File: config.mk
export PLATFORM = sky130hd
export DESIGN_NAME = dmi_arbiter
export DESIGN_NICKNAME = d
export VERILOG_FILES = /design/src/rtl/dmi_arbiter.sv
export SDC_FILE = /design/constraint.sdc
export NUM_CORES = 1
export LEC_CHECK = 0
export CAP_MARGIN = 10
export CORE_MARGIN = 3
export CORE_UTILIZATION = 42
export CTS_CLUSTER_SIZE = 8
export DETAILED_ROUTE_END_ITERATION = 7
export MAX_ROUTING_LAYER = met4
export PLACE_DENSITY = 0.87
export SLEW_MARGIN = 40
export SYNTH_ARGS = -nofsm -noshare
export SYNTH_HDL_FRONTEND = slang
export SYNTH_SLANG_ARGS = --single-unit
File: constraint.sdc
create_clock -name clock -period 3 [get_ports clock]
set_input_delay 0.45 -clock clock [delete_from_list [all_inputs] [get_ports clock]]
set_output_delay 0.45 -clock clock [all_outputs]
set_load 0.01 [all_outputs]
File: src/rtl/dmi_arbiter.sv
// Two-port arbiter/sequencer in front of the DMI-to-TileLink bridge.
// Grants one DMI transaction at a time and fabricates a failure if the bridge stalls.
//
// state     | meaning
// IDLE      | sample requesters, round-robin grant on contention
// SEND      | present registered request to the bridge
// WAIT_RESP | accept bridge response, run timeout counter
// RESP      | deliver response to the owning requester
module dmi_arbiter #(
  parameter int unsigned TIMEOUT = 1023,
  parameter int unsigned CNT_W   = 10
) (
  input  logic        clock,
  input  logic        reset,
  output logic        io_in_0_req_ready,
  input  logic        io_in_0_req_valid,
  input  logic [6:0]  io_in_0_req_bits_addr,
  input  logic [31:0] io_in_0_req_bits_data,
  input  logic [1:0]  io_in_0_req_bits_op,
  input  logic        io_in_0_resp_ready,
  output logic        io_in_0_resp_valid,
  output logic [31:0] io_in_0_resp_bits_data,
  output logic [1:0]  io_in_0_resp_bits_resp,
  output logic        io_in_1_req_ready,
  input  logic        io_in_1_req_valid,
  input  logic [6:0]  io_in_1_req_bits_addr,
  input  logic [31:0] io_in_1_req_bits_data,
  input  logic [1:0]  io_in_1_req_bits_op,
  input  logic        io_in_1_resp_ready,
  output logic        io_in_1_resp_valid,
  output logic [31:0] io_in_1_resp_bits_data,
  output logic [1:0]  io_in_1_resp_bits_resp,
  input  logic        io_out_req_ready,
  output logic        io_out_req_valid,
  output logic [6:0]  io_out_req_bits_addr,
  output logic [31:0] io_out_req_bits_data,
  output logic [1:0]  io_out_req_bits_op,
  output logic        io_out_resp_ready,
  input  logic        io_out_resp_valid,
  input  logic [31:0] io_out_resp_bits_data,
  input  logic [1:0]  io_out_resp_bits_resp,
  output logic        io_busy,
  output logic        io_owner
);

  typedef enum logic [1:0] {IDLE, SEND, WAIT_RESP, RESP} state_t;

  localparam bit               TO_EN = (TIMEOUT != 0);
  localparam logic [CNT_W-1:0] TC    = TO_EN ? CNT_W'(TIMEOUT - 1) : '0;

  state_t            state_q, state_d;
  logic              owner_q;
  logic              rr_last_q;
  logic              drain_q;
  logic [CNT_W-1:0]  cnt_q;
  logic [6:0]        req_addr_q;
  logic [31:0]       req_data_q;
  logic [1:0]        req_op_q;
  logic [31:0]       resp_data_q;
  logic [1:0]        resp_resp_q;

  logic grant_0, grant_1, grant_any;
  logic owner_resp_ready;
  logic timeout_hit;

  // On contention the port that did not win last time is favoured.
  assign grant_0   = io_in_0_req_valid & (~io_in_1_req_valid | rr_last_q);
  assign grant_1   = io_in_1_req_valid & (~io_in_0_req_valid | ~rr_last_q);
  assign grant_any = grant_0 | grant_1;

  assign owner_resp_ready = owner_q ? io_in_1_resp_ready : io_in_0_resp_ready;
  assign timeout_hit      = TO_EN && (cnt_q == TC);

  always_comb begin
    state_d            = state_q;
    io_in_0_req_ready  = 1'b0;
    io_in_1_req_ready  = 1'b0;
    io_in_0_resp_valid = 1'b0;
    io_in_1_resp_valid = 1'b0;
    io_out_req_valid   = 1'b0;
    io_out_resp_ready  = drain_q;
    case (state_q)
      IDLE: begin
        io_in_0_req_ready = grant_0;
        io_in_1_req_ready = grant_1;
        if (grant_any) state_d = SEND;
      end
      SEND: begin
        // A pending drain blocks the new request so a stale reply cannot pair with it.
        io_out_req_valid = ~drain_q;
        if (~drain_q && io_out_req_ready) state_d = WAIT_RESP;
      end
      WAIT_RESP: begin
        io_out_resp_ready = 1'b1;
        if (io_out_resp_valid || timeout_hit) state_d = RESP;
      end
      RESP: begin
        io_in_0_resp_valid = ~owner_q;
        io_in_1_resp_valid = owner_q;
        if (owner_resp_ready) state_d = IDLE;
      end
      default: state_d = IDLE;
    endcase
  end

  always_ff @(posedge clock or negedge reset) begin
    if (!reset) begin
      state_q     <= IDLE;
      owner_q     <= 1'b0;
      rr_last_q   <= 1'b1;
      drain_q     <= 1'b0;
      cnt_q       <= '0;
      req_addr_q  <= '0;
      req_data_q  <= '0;
      req_op_q    <= '0;
      resp_data_q <= '0;
      resp_resp_q <= '0;
    end else begin
      state_q <= state_d;

      if (state_q == IDLE && grant_any) begin
        owner_q    <= grant_1;
        rr_last_q  <= grant_1;
        req_addr_q <= grant_1 ? io_in_1_req_bits_addr : io_in_0_req_bits_addr;
        req_data_q <= grant_1 ? io_in_1_req_bits_data : io_in_0_req_bits_data;
        req_op_q   <= grant_1 ? io_in_1_req_bits_op   : io_in_0_req_bits_op;
      end

      if (state_q == SEND) begin
        cnt_q <= '0;
      end else if (state_q == WAIT_RESP) begin
        cnt_q <= cnt_q + CNT_W'(1);
      end

      // A real response on the terminal-count cycle takes priority over the fabricated failure.
      if (state_q == WAIT_RESP) begin
        if (io_out_resp_valid) begin
          resp_data_q <= io_out_resp_bits_data;
          resp_resp_q <= io_out_resp_bits_resp;
        end else if (timeout_hit) begin
          resp_data_q <= '0;
          resp_resp_q <= 2'h2;
          drain_q     <= 1'b1;
        end
      end else if (drain_q && io_out_resp_valid) begin
        drain_q <= 1'b0;
      end
    end
  end

  assign io_out_req_bits_addr   = req_addr_q;
  assign io_out_req_bits_data   = req_data_q;
  assign io_out_req_bits_op     = req_op_q;
  assign io_in_0_resp_bits_data = resp_data_q;
  assign io_in_0_resp_bits_resp = resp_resp_q;
  assign io_in_1_resp_bits_data = resp_data_q;
  assign io_in_1_resp_bits_resp = resp_resp_q;
  assign io_busy                = (state_q != IDLE) | drain_q;
  assign io_owner               = owner_q;

endmodule

==> reports/metrics.sh, run 1 <==
OUTCOME='completed'
IRDROPWORSTVDD_mV=0.462
ANTENNA_CELLS=0
DIEAREA_UM2=11500
FLOORPLAN.IO_PINS=241
POWER_DENSITY_RELATIVE_TO_CELL_AREA_nW_PER_UM2=974
FIN_WORST_HOLD_SLACK_NS=0.0656
SYNTH.YOSYS.SEQ_AREA_SHARE_PCT=52.5
POST-LAYOUT-TOTAL-POWER_uW=6590
DETAIL_ROUTE.WL_PER_CELL_UM=17.8
GRT_PASS1_WL_UM=19800
SYNTH_EDF_COUNT=0
SHARE_OF_FINAL_LAYOUT_STANDARD_CELLS_STRONGER_THAN_DRIVE_STRENGTH_1_PCT=5.86
ROOT_BUFFER='sky130_fd_sc_hd__clkbuf_8'
POST-CTS-SETUP-BUFFER-COUNT=0
CLOCK_TREE.HTREE_LEVEL_COUNT=3
SYNTH_AREA_PER_CELL_UM2=11.0
P_LEAK_uW=0.00297
SYNTH_TOP_AREA_SHARE_PCT=51.9
INITIAL_CORE_UTIL_PCT=43.5
ROUTED_VIA_DENSITY=5.10
TIGHTESTPINTRANSITION_NS=0.713
LAYOUT-AREA-OVERHEAD-VS-SYNTH_PCT=57.6
YS_DOMINANT_REG_CELL='sky130_fd_sc_hd__dfrtp_1'
INSERTION_DELAY_NS=0.37
YS_TYPES=37
WORST-ENDPOINT-REQUIRED_NS=2.55
FINAL-MAX-SLEW-VIOLATION-COUNT=0
FINAL.MIN_CLOCK_PERIOD_NS=2.58
NUMBER_OF_GLOBAL_ROUTE_VIAS_BEFORE_REPAIR=3636
POST-ROUTE-DRC-COUNT=0
FINAL-INSTANCE-COUNT-EXCL-FILL=730
FILLER_CELL_COUNT=711
CTS.PATH.MAX_BUFFERS=2
SETUP.WORST_PATH.START_CLASS='flop'
SYNTH_SEQ_CELLS=90
TRACK_USAGE_PCT=22.8
FINALWEIGHTEDCONGESTION=0.859
DRTPASS1ITERATIONS=6
ASYNC_RESET_FF_SHARE_PCT=100
CTS.REPAIR.RESIZED=0
SYNTH.NET_COUNT=522
CP.ARRIVAL_NS=2.13
LIBRARY_CELL_WITH_THE_LARGEST_SUMMED_AREA_AFTER_SYNTHESIS='sky130_fd_sc_hd__dfrtp_1'
TNS_NS=0
SLOWEST_DELAY_NS=0.61
FINAL-HOLD-VIOLATION-COUNT=0
GLOBALROUTEOVERFLOWTOTAL=0
VIAS=3726
ANTENNA_FOUND_INITIAL=0
TIMING.CRITICAL_PATH.CELLS='inv_1 > ha_1 > nand2_1 > a21oi_1 > clkdlybuf4s50_1'
NUMCTSBUFFERS=9
CORE_UM2=9860
SYNTH_CELLS=391
SETUP_VIOLATIONS=0
SLEW_HEADROOM_PCT=52.4
FMAX_MHz=388
DIE_WIDTH_UM=107
CP-END-KIND='output pin'
FLOORPLAN.ROWS=36
SYNTH_AREA_LEADERS='sky130_fd_sc_hd__dfrtp_1 (52%), sky130_fd_sc_hd__mux2i_1 (10%), sky130_fd_sc_hd__a22o_1 (6.7%)'
WORSTSETUPPATHTYPE='reg -> out'
ANTENNA_VIOLATING_NETS_POST_ROUTE=0
YS_WARNINGS=0
CTS_HOLD_REPAIR.BUFFERS=0
CTS_TREE='built'
HOLD_PATH.CLASS='in -> async'
FIRST_ITER_VIOLATIONS=233
MIN_PERIOD_OVER_PERIOD_PCT=85.8
DPL.HPWL_UM=9990
TIMING.CLOCK.SKEW_NS=0.00981
NETLIST_AREA_UM2=4290
RSZ0062_AT_GRT='false'
DIE_H_UM=107
CTS_SINKS=90
PORT-BUFFER-COUNT=240
LARGEST_NET_DEGREE_AT_THE_START_OF_GLOBAL_ROUTING=52
TIMING.CRITICAL_PATH.FANOUT_MAX=7
DRT_WL_TOTAL_UM=13000
TIMING.CRITICAL_PATH.SLOWEST_STAGE_CELL='sky130_fd_sc_hd__clkdlybuf4s50_1'
NUM-NETS-FINAL=723
DRV_CAP=0
WORST_SETUP_HOLD_PATH_CLK_SLEW_NS=0.10
PLACED_CELLS_INCL_TAPS=714
[state kept, by name (all words and copies together) (netlist names)]
register / count
rr_last_q: 1
io_out_req_bits_op: 2
io_in_0_resp_bits_resp: 2
io_out_req_bits_data: 32
state_q: 2
io_out_req_bits_addr: 7
io_owner: 1
io_in_0_resp_bits_data: 32
cnt_q: 10
drain_q: 1
[cell type report]
class	count	area, um^2	area share (%)
multi-input cells	232	1620	23.9
clock inverters	6	90.1	1.33
flip-flops and latches	90	2250	33.3
repair buffers	247	2450	36.3
inverters	12	45.0	0.666
well taps	133	166	2.46
clock buffers	10	138	2.04
[critical path, delay by kind of cell (launching register included)]
kind	cells	cell delay [ns]
AO/OA/AOI/OAI	1	0.17
adder cells (fa/ha/maj)	1	0.35
buffers and inverters	2	0.74
flip-flops	1	0.41
AND/OR/NAND/NOR	1	0.09
[Yosys cell counts (2+ instances only)]
| master | instances |
|---|---|
| sky130_fd_sc_hd__ha_1 | 7 |
| sky130_fd_sc_hd__dfrtp_1 | 89 |
| sky130_fd_sc_hd__mux2_2 | 2 |
| sky130_fd_sc_hd__o21ai_1 | 2 |
| sky130_fd_sc_hd__a22o_1 | 33 |
| sky130_fd_sc_hd__clkbuf_1 | 13 |
| sky130_fd_sc_hd__nand3_1 | 3 |
| sky130_fd_sc_hd__nand2b_1 | 2 |
| sky130_fd_sc_hd__buf_2 | 3 |
| sky130_fd_sc_hd__o21ai_0 | 43 |
| sky130_fd_sc_hd__nor2_1 | 6 |
| sky130_fd_sc_hd__nand2_1 | 50 |
| sky130_fd_sc_hd__nor3_1 | 3 |
| sky130_fd_sc_hd__buf_4 | 34 |
| sky130_fd_sc_hd__xnor2_1 | 3 |
| sky130_fd_sc_hd__and2_1 | 3 |
| sky130_fd_sc_hd__nor2b_1 | 5 |
| sky130_fd_sc_hd__buf_6 | 7 |
| sky130_fd_sc_hd__inv_1 | 12 |
| sky130_fd_sc_hd__o22ai_1 | 5 |
| sky130_fd_sc_hd__a21oi_1 | 7 |
| sky130_fd_sc_hd__mux2i_1 | 44 |
[kinds of logic (layout without fill, tap and decap cells)]
family | count (synthesis) | after routing | share of synthesized area [%]
compound gates | 98 | 98 | 15.1
flops | 90 | 90 | 52.5
simple gates | 77 | 77 | 8.28
buf+inv | 69 | 275 | 10.3
mux | 47 | 47 | 11.1
fa+ha+maj | 7 | 7 | 2.04
xor+xnor | 3 | 3 | 0.613
[routing by layer]
metal / vias to the layer above / track usage, % / routed length [um]
met5: - / - / 0
met4: 0 / 8.49 / 292
met3: 25 / 3.97 / 735
met2: 151 / 40.3 / 7200
met1: 1816 / 25.9 / 4780
li1: 1734 / - / -
[final timing paths]
kind / from / endpoint / slack [ns] / cells after the start
max: state_q[0] / io_in_0_req_ready / 0.42 / 5
min: reset / io_out_req_bits_data[0] / 0.07 / 1
max reg2reg: state_q[1] / state_q[1] / 1.12 / 5
min reg2reg: io_out_req_bits_data[16] / io_out_req_bits_data[16] / 0.49 / 2
max in group asynchronous: reset / io_in_0_resp_bits_data[31] / 2.15 / 2
min in group clock: io_out_req_bits_data[16] / io_out_req_bits_data[16] / 0.49 / 2
[placed cells by master, fill, tap and decap left out, types with 8 or more instances in the layout]
master,n
sky130_fd_sc_hd__a22o_1,33
sky130_fd_sc_hd__nand2_1,50
sky130_fd_sc_hd__dfrtp_1,89
sky130_fd_sc_hd__mux2i_1,44
sky130_fd_sc_hd__clkbuf_8,10
sky130_fd_sc_hd__clkdlybuf4s50_1,239
sky130_fd_sc_hd__buf_4,8
sky130_fd_sc_hd__inv_1,12
sky130_fd_sc_hd__o21ai_0,43
[stage by stage]
stage               worst slack [ns]  utilization (%)  instance area (um^2)
global route                   0.264             68.5                  6760
finish                         0.425             68.5                  6760
floorplan                       1.38                -                  4290
detailed placement             0.547             66.2                  6530
global placement               0.624             66.2                  6530
CTS                            0.399             68.5                  6760
[report_power, final]
group | total, uW | switching [uW] | internal (uW)
logic | 3430 | 1500 | 1940
clock network | 946 | 452 | 493
registers | 2210 | 434 | 1780
No activity file was read; power rests on OpenSTA's default activity.
==> run 2, diff against run 1 <==
- CORE_ASPECT_RATIO: not set -> 0.9
==> run 2 against run 1 <==
  * Global-route usage decreased by 1.4 points
  * Final cell count decreased by 1.1%
  * Worst hold slack improved by 0.038 ns
  * Clock skew decreased by 0.0022 ns
  * Critical path depth unchanged
  * Flip-flop and latch count unchanged
  * Setup slack got worse by 0.019 ns
  * Clock-buffer cell count increased by 2
  * Wire length decreased by 6.4%
  * Non-clock buffer count decreased by 1
==> reports/metrics.sh, run 2 (same netlist as run 1, synthesis figures left out) <==
OUTCOME='completed'
NUMBER_OF_GLOBAL_ROUTE_VIAS_BEFORE_REPAIR=3713
MOSTFREQUENTLAYOUTCELLS='sky130_fd_sc_hd__clkdlybuf4s50_1 (239), sky130_fd_sc_hd__dfrtp_1 (89), sky130_fd_sc_hd__nand2_1 (50)'
CTS.PATH.MAX_BUFFERS=2
DIE_WIDTH_UM=113
CP.ARRIVAL_NS=2.14
ANTENNA_FOUND_INITIAL=0
DPL.HPWL_UM=9570
TNS_NS=0
FLOORPLAN.IO_PINS=241
NUMCTSBUFFERS=9
RSZ0062_AT_GRT='false'
FIRST_ITER_VIOLATIONS=160
CRIT_PATH_MAX_DELAY_FAMILY='buffers and inverters'
CLOCK_TREE.HTREE_LEVEL_COUNT=3
SLEW_HEADROOM_PCT=54.3
WORST_SETUP_HOLD_PATH_CLK_SLEW_NS=0.06
WORST-ENDPOINT-REQUIRED_NS=2.55
P_LEAK_uW=0.00300
CTS_TREE='built'
INSERTION_DELAY_NS=0.33
IRDROPWORSTVDD_mV=0.533
INITIAL_CORE_UTIL_PCT=43.7
CORE_UM2=9830
SETUP_VIOLATIONS=0
SHARE_OF_FINAL_LAYOUT_STANDARD_CELLS_STRONGER_THAN_DRIVE_STRENGTH_1_PCT=5.70
PLACED_CELLS_INCL_TAPS=706
LARGEST_NET_DEGREE_AT_THE_START_OF_GLOBAL_ROUTING=50
CTS_HOLD_REPAIR.BUFFERS=0
DRT_WL_TOTAL_UM=12200
SETUP.WORST_PATH.START_CLASS='flop'
POST-CTS-SETUP-BUFFER-COUNT=0
HOLD_PATH.CLASS='in -> async'
LEADING_CELL_TYPE_IN_THE_LAYOUT_FILL_AND_TAPS_EXCLUDED='sky130_fd_sc_hd__clkdlybuf4s50_1'
DIEAREA_UM2=11500
DRTPASS1ITERATIONS=4
CTS.REPAIR.RESIZED=0
CTS_SINKS=90
TIMING.CLOCK.SKEW_NS=0.00758
ANTENNA_CELLS=0
NUM-NETS-FINAL=722
WORSTSETUPPATHTYPE='reg -> out'
SLOWEST_DELAY_NS=0.58
TRACK_USAGE_PCT=21.4
FINALWEIGHTEDCONGESTION=0.815
GLOBALROUTEOVERFLOWTOTAL=0
ANTENNA_VIOLATING_NETS_POST_ROUTE=0
POWER_DENSITY_RELATIVE_TO_CELL_AREA_nW_PER_UM2=987
FLOORPLAN.ROWS=34
PORT-BUFFER-COUNT=240
FINAL.MIN_CLOCK_PERIOD_NS=2.59
DRV_CAP=0
POST-ROUTE-DRC-COUNT=0
DETAIL_ROUTE.WL_PER_CELL_UM=16.9
GRT_PASS1_WL_UM=19000
FINAL-INSTANCE-COUNT-EXCL-FILL=722
CP-END-KIND='output pin'
VIAS=3655
TIMING.CRITICAL_PATH.SLOWEST_STAGE_CELL='sky130_fd_sc_hd__clkdlybuf4s50_1'
DIE_H_UM=102
TIGHTESTPINTRANSITION_NS=0.686
TIMING.CRITICAL_PATH.CELLS='inv_1 > ha_1 > nand2_1 > a21oi_1 > clkdlybuf4s50_1'
MIN_PERIOD_OVER_PERIOD_PCT=86.5
FMAX_MHz=385
TIMING.CRITICAL_PATH.FANOUT_MAX=7
FINAL-MAX-SLEW-VIOLATION-COUNT=0
BUFFERS_PLUS_INVERTERS_ON_THE_WORST_SETUP_PATH=2
FINAL-HOLD-VIOLATION-COUNT=0
LAYOUT-AREA-OVERHEAD-VS-SYNTH_PCT=59.2
ROOT_BUFFER='sky130_fd_sc_hd__clkbuf_16'
ROUTED_VIA_DENSITY=5.06
[run 2: changes by cell type in the layout (fill, tap and decap cells not counted), sizes merged]
cell      before  now
clkinvlp       1    2
inv           12   14
clkinv         3    0
buf            8    7
bufinv         2    0
clkbuf        10   12
[run 2: final cells by class]
type	instances	area, um^2
Fill cell	720	3000
Timing Repair Buffer	246	2460
Sequential cell	90	2250
Multi-Input combinational cell	232	1620
Clock buffer	12	267
Tap cell	126	158
Inverter	12	45.0
Clock inverter	4	32.5
[run 2: worst register-to-register path, delay by kind of cell (launching register included)]
family | cells | cell delay [ns]
multiplexers | 1 | 0.33
flip-flops | 1 | 0.38
AO/OA/AOI/OAI | 2 | 0.69
adder cells (fa/ha/maj) | 1 | 0.35
buffers and inverters | 1 | 0.10
[run 2: power by group]
part	internal [uW]	total, uW	leakage, uW	switching, uW
Sequential	1780	2220	0.00112	434
Combinational	1940	3430	0.00174	1490
Clock	636	1090	0.000142	457
[run 2: worst paths after layout]
kind                                          start                       end  slack, ns  cells after the start
max in group asynchronous                     reset                 rr_last_q       2.17                      2
setup reg to reg                         state_q[0]                state_q[1]       1.04                      5
setup / recovery                         state_q[0]         io_in_0_req_ready       0.41                      5
hold / removal                                reset   io_out_req_bits_addr[4]       0.10                      1
hold reg to reg            io_out_req_bits_data[14]  io_out_req_bits_data[14]       0.48                      2
min in group clock         io_out_req_bits_data[14]  io_out_req_bits_data[14]       0.48                      2
[run 2: layer usage]
metal / share of wire [%] / GRT usage (%)
met5: 0 / -
met1: 37 / 23.5
met2: 56 / 40.1
met3: 5.3 / 4.20
met4: 2.0 / 5.73
[run 2: stage by stage]
stage	area (um^2)	setup slack, ns	power [uW]	utilization, %	hold slack [ns]
after floorplan	4290	1.38	3970	-	0.154
after global placement	6530	0.634	5540	66.5	0.460
after detailed placement	6530	0.560	5690	66.5	0.462
after CTS	6830	0.415	6810	69.5	0.118
after global routing	6830	0.316	7170	69.5	0.137
final	6830	0.406	6740	69.5	0.104
